===== src/rtl/timer_pkg.sv =====
// Shared types and constants for the 3-digit BCD countdown timer.
package timer_pkg;

  typedef logic [3:0] bcd_t;

  typedef enum logic [1:0] {
    ST_IDLE  = 2'd0,
    ST_RUN   = 2'd1,
    ST_PAUSE = 2'd2,
    ST_DONE  = 2'd3
  } timer_state_t;

  localparam bcd_t BCD_MAX = 4'd9;
  localparam int   DIGITS  = 3;

  function automatic bcd_t bcd_clamp(input bcd_t d);
    return (d > BCD_MAX) ? BCD_MAX : d;
  endfunction

endpackage


===== src/rtl/bcd_down_digit.sv =====
// One BCD digit of the down-counter: next value on load (clamped to 9) or borrow-driven decrement.
// Purely combinational; the owning block holds the digit register and chains borrow_out to the next digit.
module bcd_down_digit
  import timer_pkg::*;
(
  input  logic       load,
  input  logic [3:0] load_val,
  input  logic       enable,
  input  logic       borrow_in,
  input  logic [3:0] value,
  output logic [3:0] value_nxt,
  output logic       borrow_out
);

  logic dec;

  assign dec        = enable && borrow_in;
  assign borrow_out = dec && (value == 4'd0);

  always_comb begin
    value_nxt = value;
    if (load) begin
      value_nxt = bcd_clamp(load_val);
    end else if (dec) begin
      value_nxt = (value == 4'd0) ? BCD_MAX : value - 4'd1;
    end
  end

endmodule


===== src/rtl/countdown_timer_ctrl.sv =====
// 3-digit BCD countdown timer with pause/abort; TIMER_WARN_EN adds the blinking low_time output.
// Outputs registered (one cycle after the causing edge); no backpressure, pulses are not held.
module countdown_timer_ctrl
  import timer_pkg::*;
#(
  parameter int          TICK_DIV   = 31_500_000,
  parameter logic [11:0] WARN_LEVEL = 12'h010
) (
  input  logic        clk,
  input  logic        reset,
  input  logic        start,
  input  logic [11:0] load_val,
  input  logic        pause,
  input  logic        abort,
  output logic [11:0] digits,
  output logic        running,
  output logic        tick,
  output logic        expired,
  output logic        done
`ifdef TIMER_WARN_EN
  ,
  output logic        low_time
`endif
);

  localparam int PW = $clog2(TICK_DIV);

  timer_state_t  state_d, state_q;
  logic [11:0]   digits_d, digits_q;
  logic [PW-1:0] presc_d, presc_q;
  logic          tick_d, tick_q, expired_d, expired_q;
  logic          running_d, running_q, done_d, done_q;

  logic          load, dec, wrap;
  logic [11:0]   chain_val;
  logic [DIGITS:0] borrow;

  assign wrap      = (state_q == ST_RUN) && (presc_q == PW'(TICK_DIV - 1));
  assign load      = start && !abort;
  assign dec       = wrap && !abort && !start;
  assign borrow[0] = 1'b1;

  for (genvar i = 0; i < DIGITS; i++) begin : g_digit
    bcd_down_digit u_digit (
      .load       (load),
      .load_val   (load_val[4*i +: 4]),
      .enable     (dec),
      .borrow_in  (borrow[i]),
      .value      (digits_q[4*i +: 4]),
      .value_nxt  (chain_val[4*i +: 4]),
      .borrow_out (borrow[i+1])
    );
  end

  always_comb begin
    state_d   = state_q;
    digits_d  = digits_q;
    presc_d   = presc_q;
    tick_d    = 1'b0;
    expired_d = 1'b0;
    if (abort) begin
      state_d  = ST_IDLE;
      digits_d = '0;
      presc_d  = '0;
    end else if (start) begin
      digits_d = chain_val;
      presc_d  = '0;
      if (chain_val == '0) begin
        state_d   = ST_DONE;
        expired_d = 1'b1;
      end else begin
        state_d = ST_RUN;
      end
    end else begin
      case (state_q)
        ST_RUN: begin
          if (wrap) begin
            presc_d  = '0;
            tick_d   = 1'b1;
            // A borrow out of the hundreds digit would mean 000 -> 999; pin at 000 instead.
            digits_d = borrow[DIGITS] ? '0 : chain_val;
            if (digits_d == '0) begin
              state_d   = ST_DONE;
              expired_d = 1'b1;
            end else if (pause) begin
              state_d = ST_PAUSE;
            end
          end else begin
            presc_d = presc_q + PW'(1);
            if (pause) state_d = ST_PAUSE;
          end
        end
        ST_PAUSE: begin
          if (!pause) state_d = ST_RUN;
        end
        default: presc_d = '0;
      endcase
    end
    running_d = (state_d == ST_RUN);
    done_d    = (state_d == ST_DONE);
  end

  always_ff @(posedge clk) begin
    if (reset) begin
      state_q   <= ST_IDLE;
      digits_q  <= '0;
      presc_q   <= '0;
      tick_q    <= 1'b0;
      expired_q <= 1'b0;
      running_q <= 1'b0;
      done_q    <= 1'b0;
    end else begin
      state_q   <= state_d;
      digits_q  <= digits_d;
      presc_q   <= presc_d;
      tick_q    <= tick_d;
      expired_q <= expired_d;
      running_q <= running_d;
      done_q    <= done_d;
    end
  end

  assign digits  = digits_q;
  assign running = running_q;
  assign tick    = tick_q;
  assign expired = expired_q;
  assign done    = done_q;

`ifdef TIMER_WARN_EN
  localparam int HALF = TICK_DIV / 2;

  logic          warn_d, warn_q, low_time_d, low_time_q;
  logic [PW-1:0] blink_d, blink_q;

  // Packed BCD compares in the same order as the decimal values it encodes.
  always_comb begin
    warn_d     = ((state_d == ST_RUN) || (state_d == ST_PAUSE)) && (digits_d <= WARN_LEVEL);
    low_time_d = 1'b0;
    blink_d    = '0;
    if (warn_d) begin
      if (!warn_q) begin
        low_time_d = 1'b1;
      end else if (blink_q == PW'(HALF - 1)) begin
        low_time_d = ~low_time_q;
      end else begin
        low_time_d = low_time_q;
        blink_d    = blink_q + PW'(1);
      end
    end
  end

  always_ff @(posedge clk) begin
    if (reset) begin
      warn_q     <= 1'b0;
      low_time_q <= 1'b0;
      blink_q    <= '0;
    end else begin
      warn_q     <= warn_d;
      low_time_q <= low_time_d;
      blink_q    <= blink_d;
    end
  end

  assign low_time = low_time_q;
`endif

endmodule


===== config.mk =====
export PLATFORM = sky130hd
export DESIGN_NAME = countdown_timer_ctrl
export DESIGN_NICKNAME = d
export VERILOG_FILES = /design/src/rtl/timer_pkg.sv /design/src/rtl/bcd_down_digit.sv /design/src/rtl/countdown_timer_ctrl.sv
export SDC_FILE = /design/constraint.sdc
export NUM_CORES = 1
export LEC_CHECK = 0
export BUFFER_PORTS_ARGS = -buffer_cell sky130_fd_sc_hd__buf_2
export CORE_MARGIN = 2
export CORE_UTILIZATION = 51
export CTS_CLUSTER_SIZE = 20
export DETAILED_ROUTE_END_ITERATION = 10
export PLACE_DENSITY = 0.72
export SLEW_MARGIN = 15
export SYNTH_ARGS = -nofsm -noshare
export SYNTH_HDL_FRONTEND = slang
export SYNTH_SLANG_ARGS = --single-unit

===== constraint.sdc =====
create_clock -name clk -period 2.9 [get_ports clk]
set_input_delay 0.29 -clock clk [delete_from_list [all_inputs] [get_ports clk]]
set_output_delay 0.29 -clock clk [all_outputs]
set_load 0.005 [all_outputs]

-- After elaboration in Yosys (flattened, before gate mapping)
Index checks and enable logic that the tools add are counted.
W data, S select, Z words.
- register bits after elaboration: 43
- input bits: 17
- output and inout bits: 16
- word-level logic and storage cells: 74
- add/sub/neg operators: 4
- order comparisons: 3
- eq/ne operators: 5
- mux-type cells: 32
- bitwise logic cells: 1
- reductions and logical operators: 22
- operators with widths (operator ; count):
    $pmux W25 S2 ; 1
    $mux W12 ; 4
    $mux W4 ; 12
    $add A25 B1 Y25 const B ; 1
    $eq A25 B25 Y1 const B ; 1
    $mux W25 ; 1
    $logic_not A12 Y1 ; 2
    $mux W2 ; 7
    $gt A4 B4 Y1 const B ; 3
    $logic_not A4 Y1 ; 3
    $sub A4 B1 Y4 const B ; 3
    $logic_and A1 B1 Y1 ; 9
    $mux W1 ; 6
    $eq A2 B1 Y1 const B ; 2
    $eq A2 B2 Y1 const B ; 2
    $pmux W2 S2 ; 1
    $reduce_bool A2 Y1 ; 2
    $reduce_or A4 Y1 ; 1
    $reduce_or A3 Y1 ; 1
    $logic_not A1 Y1 ; 2
    $reduce_and A2 Y1 ; 1
    $reduce_or A2 Y1 ; 1
    $not A1 Y1 ; 1

-- Longest topological paths before layout
Gate-level depths: netlist of run 1.
- depth in word-level cells: 18
- depth in mapped cells: 11
- depth with buffers taken out: 11

-- Cells and area by module
Synthesis of run 1 repeated with hierarchy kept, for this count alone.
- cell total of the unflattened synthesis: 297
- area total of the unflattened synthesis: 2511.2 um^2
- by module, submodules not included (module ; times used ; cells each ; area an instance (um^2) ; sequential area each (um^2)):
    countdown_timer_ctrl ; 1 ; 237 ; 2072.0 ; 860.8
    bcd_down_digit ; 3 ; 20 ; 146.4 ; 0.0

-- Least setup slack after synthesis of run 1
No wires, ideal clock.
- kind: register to register
- start: register state_q[1]
- end: register running_q, in the netlist running
- library setup time: 0.115 ns
- arrival: 2.356 ns
- required time: 2.785 ns
- path slack: 0.429 ns
- stages on the path, launching flop included: 11
- buffers on the path: 0
- period minus slack after synthesis: 2.471 ns
- cell sequence: dfxtp_1 inv_1 ha_1 nor4b_2 and4_4 nand4_4 nor4_1 o32a_1 nor4_4 o211a_4 and2_1
- longest elaborated chain between the ends: 18
- elaborated cells on any way between the ends: 28
- classes of those cells: eq/ne: 3; mux: 15; reduce/logical: 10
- ends and longest elaborated chain (what ; RTL line ; text):
    start: declaration ; countdown_timer_ctrl.sv:28 ; timer_state_t state_d, state_q;
    start signal: assignment ; countdown_timer_ctrl.sv:113 ; state_q <= state_d;
    $eq A2 B1 Y1 ; countdown_timer_ctrl.sv:38, countdown_timer_ctrl.sv:75 ;
    $logic_and A1 B1 Y1 ; countdown_timer_ctrl.sv:38 ; assign wrap = (state_q == ST_RUN) && (presc_q == PW'(TICK_DIV - 1));
    $logic_and A1 B1 Y1 (2 in a row) ; countdown_timer_ctrl.sv:40 ; assign dec = wrap && !abort && !start;
    $logic_and A1 B1 Y1 ; bcd_down_digit.sv:18 ; assign borrow_out = dec && (value == 4'd0);
    $logic_and A1 B1 Y1 ; bcd_down_digit.sv:17 ; assign dec = enable && borrow_in;
    $logic_and A1 B1 Y1 ; bcd_down_digit.sv:18 ;
    $logic_and A1 B1 Y1 ; bcd_down_digit.sv:17 ;
    $mux W4 ; bcd_down_digit.sv:24 ; end else if (dec) begin
    $mux W4 ; bcd_down_digit.sv:22 ; if (load) begin
    $mux W12 ; countdown_timer_ctrl.sv:81 ; digits_d = borrow[DIGITS] ? '0 : chain_val;
    $logic_not A12 Y1 ; countdown_timer_ctrl.sv:82 ; if (digits_d == '0) begin
    $mux W2 ; countdown_timer_ctrl.sv:82 ;
    $mux W2 ; countdown_timer_ctrl.sv:77 ; if (wrap) begin
    $pmux W2 S2 ; countdown_timer_ctrl.sv:75 ; case (state_q)
    $mux W2 * ; countdown_timer_ctrl.sv:65 ; end else if (start) begin
    $mux W2 * ; countdown_timer_ctrl.sv:61 ; if (abort) begin
    $eq A2 B1 Y1 * ; countdown_timer_ctrl.sv:99 ; running_d = (state_d == ST_RUN);
    end signal: assignment ; countdown_timer_ctrl.sv:118 ; running_q <= running_d;
    end: declaration ; countdown_timer_ctrl.sv:32 ; logic running_d, running_q, done_d, done_q;
Every way passes the cells marked *; elsewhere a longest branch is shown, timed or not.
A chain may end at the register's enable or synchronous reset.

-- Final worst setup path of run 1
- start: register presc_q[0]
- end: register done_q, in the netlist done
- longest elaborated chain between the ends: 18
- elaborated cells on any way between the ends: 25
- classes of those cells: eq/ne: 2; mux: 13; reduce/logical: 10
- ends and longest elaborated chain (what ; RTL line ; text):
    start: declaration ; countdown_timer_ctrl.sv:30 ; logic [PW-1:0] presc_d, presc_q;
    start signal: assignment ; countdown_timer_ctrl.sv:115 ; presc_q <= presc_d;
    $eq A25 B25 Y1 * ; countdown_timer_ctrl.sv:38 ;
    $logic_and A1 B1 Y1 * ; countdown_timer_ctrl.sv:38 ;
    $logic_and A1 B1 Y1 (2 in a row) ; countdown_timer_ctrl.sv:40 ;
    $logic_and A1 B1 Y1 ; bcd_down_digit.sv:18 ;
    $logic_and A1 B1 Y1 ; bcd_down_digit.sv:17 ;
    $logic_and A1 B1 Y1 ; bcd_down_digit.sv:18 ;
    $logic_and A1 B1 Y1 ; bcd_down_digit.sv:17 ;
    $mux W4 ; bcd_down_digit.sv:24 ;
    $mux W4 ; bcd_down_digit.sv:22 ;
    $mux W12 ; countdown_timer_ctrl.sv:81 ;
    $logic_not A12 Y1 ; countdown_timer_ctrl.sv:82 ;
    $mux W2 ; countdown_timer_ctrl.sv:82 ;
    $mux W2 ; countdown_timer_ctrl.sv:77 ;
    $pmux W2 S2 ; countdown_timer_ctrl.sv:75 ;
    $mux W2 * ; countdown_timer_ctrl.sv:65 ;
    $mux W2 * ; countdown_timer_ctrl.sv:61 ;
    $eq A2 B2 Y1 * ; countdown_timer_ctrl.sv:100 ; done_d = (state_d == ST_DONE);
    end signal: assignment ; countdown_timer_ctrl.sv:119 ; done_q <= done_d;
    end: declaration ; countdown_timer_ctrl.sv:32 ;
Marked as above.

==> results of run 1 <==
cell type report:
| cell class | count | area, um^2 | area share (%) |
|---|---|---|---|
| multi-input combinational | 242 | 1550 | 54.5 |
| sequential | 43 | 866 | 30.4 |
| timing repair buffer | 42 | 235 | 8.27 |
| clock buffer | 6 | 82.6 | 2.90 |
| tap | 54 | 67.6 | 2.38 |
| inverter | 9 | 33.8 | 1.19 |
| clock inverter | 1 | 8.76 | 0.308 |
worst paths after layout:
kind | slack (ns) | endpoint
worst max-delay path | 0.13 | done$_SDFF_PP0_
worst min-delay path | 0.20 | state_q[1]$_SDFF_PP0_
worst max register to register | 0.13 | done$_SDFF_PP0_
worst min register to register | 0.50 | presc_q[24]$_SDFFE_PP0N_
state kept, by name (all words and copies together), names as in the netlist:
signal / count
expired: 1
digits: 12
done: 1
presc_q: 25
state_q: 2
tick: 1
running: 1
cell families (layout without fill, tap and decap cells):
group,count (synthesis),after routing,share of synthesized area (%)
mux,1,1,0.414
flops,43,43,35.6
buf+inv,18,58,2.79
simple gates,171,171,39.8
xor+xnor,19,19,6.88
fa+ha+maj,3,3,1.55
compound gates,48,48,12.9
power groups by stage:
stage,Sequential (mW),Clock [mW],Combinational [mW]
4_1_cts,0.605,0.412,0.117
3_3_place_gp,0.619,0,0.115
5_1_grt,0.608,0.430,0.140
3_5_place_dp,0.619,0,0.117
6_report,0.607,0.403,0.127
2_1_floorplan,0.618,0,0.0768
placed cells by master, fill, tap and decap left out, types with 7 or more instances in the layout:
master   synthesis  routed
and3_1           9       9
dfxtp_1         43      39
xor2_1          14      14
buf_2            0      32
buf_4            0      10
inv_1            9       8
a21oi_1         12      12
nor3_1          15      14
nor2_1          51      51
nand3_1         15      15
nand2_1         22      22
nand4_1          7       7
o21ai_0         17      17
routing by layer:
metal	share of wire, %	vias to the layer above	track usage, %
met1	45	1089	29.4
met3	4.7	11	4.01
met5	0	-	0
met4	1.9	0	9.05
li1	-	1162	-
met2	49	70	36.6
what timing repair did:
action / 4_1_cts / 5_1_grt
endpoints found under the setup margin: 0 / 5
gates resized for setup: 0 / 17
buffers inserted: 0 / 5
metrics by stage:
stage / hold WS (ns) / std cells / area (um^2) / TNS [ns]
3_5_place_dp: 0.494 / 385 / 2650 / 0
5_1_grt: 0.201 / 397 / 2840 / -0.0146
3_3_place_gp: 0.467 / 385 / 2650 / 0
4_1_cts: 0.193 / 392 / 2740 / 0
2_1_floorplan: 0.362 / 303 / 2420 / 0
6_report: 0.199 / 397 / 2840 / 0
==> results.cfg, run 1 <==
[logic_synthesis]
ys_types = 56
synth-edff-count = 0
synth_area_per_cell_um2 = 7.98
synth-seq-area-share_pct = 35.6
async_flop_share_pct = 0
syn_area_mm2 = 0.00242
yosysMostFrequentCell = nor2_1
synthTopCellsByCount = nor2_1 (51), dfxtp_1 (43), nand2_1 (22)
synthCells = 303
yosysWarningCount = 0
ys_seq_elements = 43
yosys-top-cells-area = dfxtp_1 (36%), nor2_1 (7.9%), xor2_1 (5.1%)
synth_top_area_share_pct = 35.6
synth_ff_type = dfxtp_1
synthesis.nets = 323
yosysTopAreaCell = dfxtp_1

[power_and_ir_drop]
seq_power_share_pct = 53.4
irDropWorstVdd_uv = 355
p_sw_uw = 294
p_sw_share_pct = 25.8
p_leak_nw = 1.11
power.share.clock_pct = 35.4
p_total_mw = 1.14
p_per_area_mw_per_mm2 = 400
combPwrFrac_pct = 11.2
power.internal_uw = 843

[route]
viasPerCell = 5.87
ant_nets = 0
routedWlPerCell_um = 14.7
drt_wl_total_um = 5820
first_pass_iters = 5
num_vias = 2332
drc = 0
drtIter0Drc = 129

[setup_path]
critical_path_buf_inv_count = 0
cpMostUsedCell = and4_4
r2r-start = presc_q[0]$_SDFFE_PP0N_
critPathLaunch = presc_q[0]$_SDFFE_PP0N_
crit_type = flop to flop
r2r_cells = 10
max_stage_delay_ns = 0.48
critPathTopFamily = simple AND/OR/NAND/NOR gates
path_cells = ha_1, and4_4, and4_4, nand3_4, o311a_1, nor3_2, nand4_1, nor4_4, o211a_4, o211a_1
critPathMaxFanout = 6
end_kind = flop
cp-start-kind = flop
cp.depth = 10
critPathSlowestCell = nor4_4
crit_required_ns = 3.14
critPathArrivalTime_ns = 3.01

[grt]
grt_use_total_pct = 22.5
grt_pass1_vias = 2094
overflow = 0
grt_max_degree = 24
antenna_found_initial = 0
grt_pass1_wl_um = 9380

[cts]
ctsHoldBuffers = 0
cts.sinks = 43
clk_pin_slew_ns = 0.08
clk_latency_ns = 0.30
cts_root_buf = clkbuf_8
clk_path_buf_depth = 2
htreeDepth = 2
cts_buffers = 5
cts_tree = yes

[placement]
dp_worst_setup_slack_ns = 0.0814
gp_congestion = 0.859
post-dp-hpwl_um = 4310
port_buffers = 32

[timing]
hold_violations = 0
slew_headroom_pct = 56.7
period_minus_slack_ns = 2.77
fin_crit_sh_pct = 95.5
max_freq_mhz = 361
slew_viol_final = 0
tightest_slew_ns = 0.634
finalClockSkew_ns = 0.00567
report.final.setup_viol = 0
fin_ws_ns = 0.129

[floorplan]
initial_core_util_pct = 51.9
die_y_um = 72.8
die_w_um = 72.8
core-area_mm2 = 0.00466
io_pins = 33
fp-row-count = 25
fp.dieArea_mm2 = 0.00531

[layout]
drive_gt1_share_pct = 21.3
antenna_cells = 0
area_growth_pct = 17.7
nets = 363
utilization_pct = 61.0
nFillCells = 418

[status]
status = complete, no violations

[worst_hold_path]
hold_path_startpoint = reset
holdPathStages = 2
hold_path_class = primary input to flop

[job]
cap_viol_max_count = 0
No activity file was read; power rests on OpenSTA's default activity.
==> run 2, diff against run 1 <==
- ABC_AREA: unset -> 1
- PLACE_DENSITY: 0.72 -> 0.71
==> run 2 against run 1 <==
Against the previous run:
- combinational power grew 3%
- power is 2.5% higher
- synthesized cell count up 41%
- design area up 7.5%
- critical path type unchanged
- via count rose by 17%
- sequential power fell by 0.7%
- clock-buffer cell count rose by 1
- global-route usage increased by 1.2 points
- final cell count is 35% higher
==> results.cfg, run 2 <==
[logic_synthesis]
ys_seq_elements = 43
synth-edff-count = 0
yosys-top-cells-area = dfxtp_1 (32%), nand2_1 (15%), nor2_1 (11%)
yosysTopAreaCell = dfxtp_1
synth_ff_type = dfxtp_1
synthesis.nets = 446
async_flop_share_pct = 0
ys_types = 35
synthTopCellsByCount = nand2_1 (104), nor2_1 (78), inv_1 (51)
yosysMostFrequentCell = nand2_1
synth_top_area_share_pct = 32.2
synthCells = 426
syn_area_mm2 = 0.00268
yosysWarningCount = 0
synth-seq-area-share_pct = 32.2
synth_area_per_cell_um2 = 6.28

[setup_path]
crit_type = flop to flop
cp-start-kind = flop
end_kind = flop
max_stage_delay_ns = 0.35
r2r_cells = 22
regToRegSetupSlack_ns = 0.27
cpMostUsedCell = nand2_1
r2r-start = state_q[1]$_SDFF_PP0_
path_cells = inv_1, ha_4, nand2_1, nor2_2, nand2_1, nor2_4, nand3_4, nor2_4, nand3_1, nand2_1, nand2_1, a21oi_2, nand2_1, nor2_2, nand4_2, nand2_1, nand2_1, nand2_1, nand2_1, nand2_2, inv_1, nor2_1
crit_required_ns = 3.14
worstReg2RegEnd = done$_SDFF_PP0_
critPathMaxFanout = 5
critPathSlowestCell = dfxtp_1
critPathArrivalTime_ns = 2.87

[cts]
ctsHoldBuffers = 0
clk_pin_slew_ns = 0.08
cts.sinks = 43
clk_latency_ns = 0.30
cts_root_buf = clkbuf_8
htreeDepth = 2
clk_path_buf_depth = 2
cts_buffers = 5
cts_tree = yes

[power_and_ir_drop]
p_per_area_mw_per_mm2 = 381
p_total_mw = 1.17
p_leak_nw = 1.32
irDropWorstVdd_uv = 187

[layout]
regMostFlops = presc_q
final_cells = 536
largest_reg_flops = 25
mostFrequentLayoutCells = nand2_1 (104), nor2_1 (78), inv_1 (51), dfxtp_1 (42), buf_2 (32)
antenna_cells = 0
nets = 485
drive_gt1_share_pct = 18.9
final_common_cell = nand2_1
area_growth_pct = 14.3

[grt]
antenna_found_initial = 0
use_met2_pct = 34.2
met1_usage_pct = 36.3
grt_pass1_vias = 2412
grt_max_degree = 15
top_usage_layer = met1
grt_pass1_wl_um = 11300
overflow = 0
use_met3_pct = 4.03
grt_use_total_pct = 23.6

[placement]
dp.cells = 527
gp_congestion = 0.876
post-dp-hpwl_um = 5100
port_buffers = 32

[route]
first_pass_iters = 5
drtIter0Drc = 214
ant_nets = 0
viasPerCell = 5.10
num_vias = 2736
drc = 0
drt_wl_total_um = 6590
routedWlPerCell_um = 12.3

[timing]
final.setup.tns_ns = 0
rsz0062_at_grt = false
period_minus_slack_ns = 2.63
hold_violations = 0
finalClockSkew_ns = 0.00548
slew_headroom_pct = 60.0
max_freq_mhz = 380
slew_viol_final = 0
tightest_slew_ns = 0.598
report.final.setup_viol = 0
fin_crit_sh_pct = 90.7

[floorplan]
initial_core_util_pct = 52.7
die_y_um = 76.4
core-area_mm2 = 0.00507
fp.dieArea_mm2 = 0.00584
fp-row-count = 26
die_w_um = 76.4
io_pins = 33

[worst_hold_path]
hold_path_class = primary input to flop
min_to = state_q[1]$_SDFF_PP0_
holdPathStages = 2
hold_path_startpoint = reset

[status]
status = complete, no violations

[job]
cap_viol_max_count = 0
==> run 2: cell count changes in the layout (fill, tap and decap cells not counted), moves of 10 or more <==
cell     change
inv_1       +43
nor2_1      +27
xor2_1      -12
nand3_1     +10
nand2_1     +82
==> run 2: metal layers <==
| layer | up-vias | wire length, um | share of wire [%] |
|---|---|---|---|
| met5 | - | 0 | 0 |
| met4 | 0 | 55 | 0.83 |
| met3 | 5 | 426 | 6.5 |
| met2 | 79 | 2800 | 42 |
| met1 | 1211 | 3310 | 50 |
| li1 | 1441 | - | - |
==> run 2: stage by stage <==
stage	setup WS, ns	area [um^2]	utilization (%)	hold WS [ns]
3_3_place_gp	0.321	2930	57.7	0.448
6_report	0.269	3060	60.3	0.171
4_1_cts	0.238	3030	59.7	0.158
3_5_place_dp	0.264	2930	57.7	0.455
5_1_grt	0.0175	3060	60.3	0.163
2_1_floorplan	0.677	2680	-	0.362
==> run 2: how the worst max path moves through the flow <==
stage / start / cells past startpoint / end
finish: state_q[1]$_SDFF_PP0_ / 22 / done$_SDFF_PP0_
detailed placement: state_q[1]$_SDFF_PP0_ / 22 / done$_SDFF_PP0_
global route: state_q[1]$_SDFF_PP0_ / 22 / done$_SDFF_PP0_
global placement: state_q[1]$_SDFF_PP0_ / 14 / presc_q[12]$_SDFFE_PP0N_
floorplan: state_q[1]$_SDFF_PP0_ / 22 / done$_SDFF_PP0_
CTS: state_q[1]$_SDFF_PP0_ / 22 / done$_SDFF_PP0_
==> run 2: what timing repair did <==
action | CTS | global route
setup buffers | 0 | 1
resized for setup | 0 | 4
endpoints found under the setup margin | 0 | 4
==> run 2: final cells by class <==
| cell class | instances | area (um^2) |
|---|---|---|
| fillers | 546 | 2020 |
| flip-flops and latches | 43 | 862 |
| well taps | 70 | 87.6 |
| clock inverters | 1 | 7.51 |
| clock buffers | 7 | 96.3 |
| repair buffers | 37 | 198 |
| inverters | 60 | 225 |
| multi-input cells | 318 | 1580 |
==> run 2: logic make-up (layout without fill, tap and decap cells) <==
group           after synthesis  count (layout)  share of synthesized area, %
buf+inv                      65             105                          9.40
simple gates                261             261                          44.7
xor+xnor                      2               2                         0.655
flops                        43              43                          32.2
compound gates               52              52                          11.6
fa+ha+maj                     3               3                          1.40
==> run 2: report_power, final <==
| group | switching (mW) | total (mW) | internal, mW |
|---|---|---|---|
| combinational | 0.0840 | 0.131 | 0.0468 |
| clock | 0.215 | 0.432 | 0.217 |
| sequential | 0.00625 | 0.603 | 0.597 |
| total | 0.305 | 1.17 | 0.860 |
==> run 2: worst max-delay path, delay by kind of cell (launching register included) <==
family / cells / cell delay, ns
flip-flops: 1 / 0.35
buffers and inverters: 2 / 0.16
adder cells (fa/ha/maj): 1 / 0.16
AO/OA/AOI/OAI: 1 / 0.19
AND/OR/NAND/NOR: 18 / 1.71
==> run 3, diff against run 2 <==
- CELL_PAD_IN_SITES_DETAIL_PLACEMENT: unset -> 1
- CELL_PAD_IN_SITES_GLOBAL_PLACEMENT: unset -> 1
- CORE_UTILIZATION: 51 -> 40
- PLACE_DENSITY: 0.71 -> unset
- PLACE_DENSITY_LB_ADDON: unset -> 0.1
==> run 3 against run 2 <==
Against the previous run:
- maximum frequency up 0.20%
- largest power group unchanged
- highest routed layer unchanged
- clock skew up 0.0072 ns
- critical path type unchanged
- clock-buffer cell count down 2
- worst setup slack better by 0.0052 ns
==> results.cfg, run 3 (synthesis gave the netlist of run 2 again) <==
[worst_hold_path]
hold_path_class = primary input to flop
holdPathStages = 2
hold_path_startpoint = reset

[cts]
cts.sinks = 43
clk_pin_slew_ns = 0.09
cts_root_buf = clkbuf_8
ctsHoldBuffers = 0
htreeDepth = 2
cts_tree = yes
clk_path_buf_depth = 2
clk_latency_ns = 0.31
cts_buffers = 5

[timing]
fin_crit_sh_pct = 90.5
finalClockSkew_ns = 0.0126
tightest_slew_ns = 0.525
period_minus_slack_ns = 2.63
hold_violations = 0
report.final.setup_viol = 0
slew_viol_final = 0
slew_headroom_pct = 64.7
max_freq_mhz = 381

[grt]
overflow = 0
grt_max_degree = 15
grt_use_total_pct = 23.5
use_met3_pct = 3.18
grt_pass1_vias = 2832
met1_usage_pct = 34.3
grt_pass1_wl_um = 13800
antenna_found_initial = 0
top_usage_layer = met2
use_met2_pct = 36.9

[setup_path]
r2r_cells = 21
r2r-start = presc_q[1]$_SDFFE_PP0N_
crit_required_ns = 3.14
critPathLaunch = presc_q[1]$_SDFFE_PP0N_
crit_type = flop to flop
path_cells = ha_2, nand2_2, nor2_4, nand2_1, nor2_4, nand3_4, nor2_4, nand2_1, nand2_1, nand3_1, nand2_1, nand2_1, nor2_2, nand4_2, nand2_1, nand2_1, nand2_1, nand2_1, nand2_1, nand2_2, nor2_1
critPathMaxFanout = 5
critPathSlowestCell = dfxtp_1
cp-start-kind = flop
end_kind = flop
max_stage_delay_ns = 0.37
critPathArrivalTime_ns = 2.87
cpMostUsedCell = nand2_1

[power_and_ir_drop]
seq_power_share_pct = 45.9
p_per_area_mw_per_mm2 = 420
p_sw_share_pct = 25.0
p_total_mw = 1.32
p_leak_nw = 1.34
p_sw_uw = 328
combPwrFrac_pct = 10.4
irDropWorstVdd_uv = 214
power.internal_uw = 987
power.share.clock_pct = 43.7

[route]
first_pass_iters = 6
routedWlPerCell_um = 15.2
viasPerCell = 5.29
ant_nets = 0
drc = 0
drt_wl_total_um = 8260
num_vias = 2876
drtIter0Drc = 112

[floorplan]
core-area_mm2 = 0.00642
fp.dieArea_mm2 = 0.00736
die_y_um = 85.8
io_pins = 33
die_w_um = 85.8
fp-row-count = 29
initial_core_util_pct = 41.7

[placement]
gp_congestion = 0.884
dp.cells = 534
port_buffers = 32
post-dp-hpwl_um = 6380

[layout]
drive_gt1_share_pct = 20.3
final_cells = 544
final_common_cell = nand2_1
area_growth_pct = 17.1
nets = 486
nFillCells = 893
mostFrequentLayoutCells = nand2_1 (103), nor2_1 (78), inv_1 (50), dfxtp_1 (40), buf_2 (32)
regMostFlops = presc_q
antenna_cells = 0
largest_reg_flops = 25

[job]
cap_viol_max_count = 0

[status]
status = complete, no violations
run 3: per-stage QoR:
step | setup WS [ns] | utilization, % | setup TNS (ns) | area (um^2) | hold WS [ns]
2_1_floorplan | 0.677 | - | 0 | 2680 | 0.362
3_3_place_gp | 0.280 | 45.7 | 0 | 2940 | 0.447
3_5_place_dp | 0.191 | 45.7 | 0 | 2940 | 0.465
4_1_cts | 0.157 | 47.8 | 0 | 3070 | 0.163
5_1_grt | -0.00699 | 48.8 | -0.00699 | 3130 | 0.171
6_report | 0.274 | 48.8 | 0 | 3130 | 0.172
run 3: power by group through the flow:
stage	registers (mW)	clock network [mW]	logic, mW
after floorplan	0.616	0	0.0847
after global placement	0.616	0	0.129
after detailed placement	0.617	0	0.133
after CTS	0.603	0.583	0.133
after global routing	0.604	0.608	0.153
final	0.603	0.575	0.137
run 3: final timing paths:
path,to,slack [ns]
worst max-delay path,running$_SDFF_PP0_,0.27
worst min-delay path,tick$_SDFF_PP0_,0.17
worst max register to register,running$_SDFF_PP0_,0.27
worst min register to register,presc_q[23]$_SDFFE_PP0N_,0.47
run 3: cell type report:
cell class | instances | area, um^2 | share of cell area (%)
Clock buffer | 5 | 68.8 | 2.20
Multi-Input combinational cell | 318 | 1600 | 51.2
Timing Repair Buffer | 38 | 205 | 6.55
Clock inverter | 3 | 67.6 | 2.16
Tap cell | 77 | 96.3 | 3.07
Inverter | 60 | 225 | 7.19
Sequential cell | 43 | 867 | 27.7
run 3: worst max-delay path: cells and delay by family (launching register included):
kind                       cells  cell delay [ns]
DFF                            1             0.37
adders and majority gates      1             0.21
and+or+nand+nor               20             1.99
run 3: what timing repair did:
| item | CTS | global route |
|---|---|---|
| resized for setup | 0 | 13 |
| endpoints found under the setup margin | 0 | 10 |
| setup buffers | 0 | 2 |
| hold endpoints to repair | 0 | 0 |
run 3: layer usage:
metal / vias to the layer above / share of wire [%]
li1: 1449 / -
met1: 1374 / 51
met2: 47 / 45
met3: 6 / 2.9
met4: 0 / 0.96
met5: - / 0
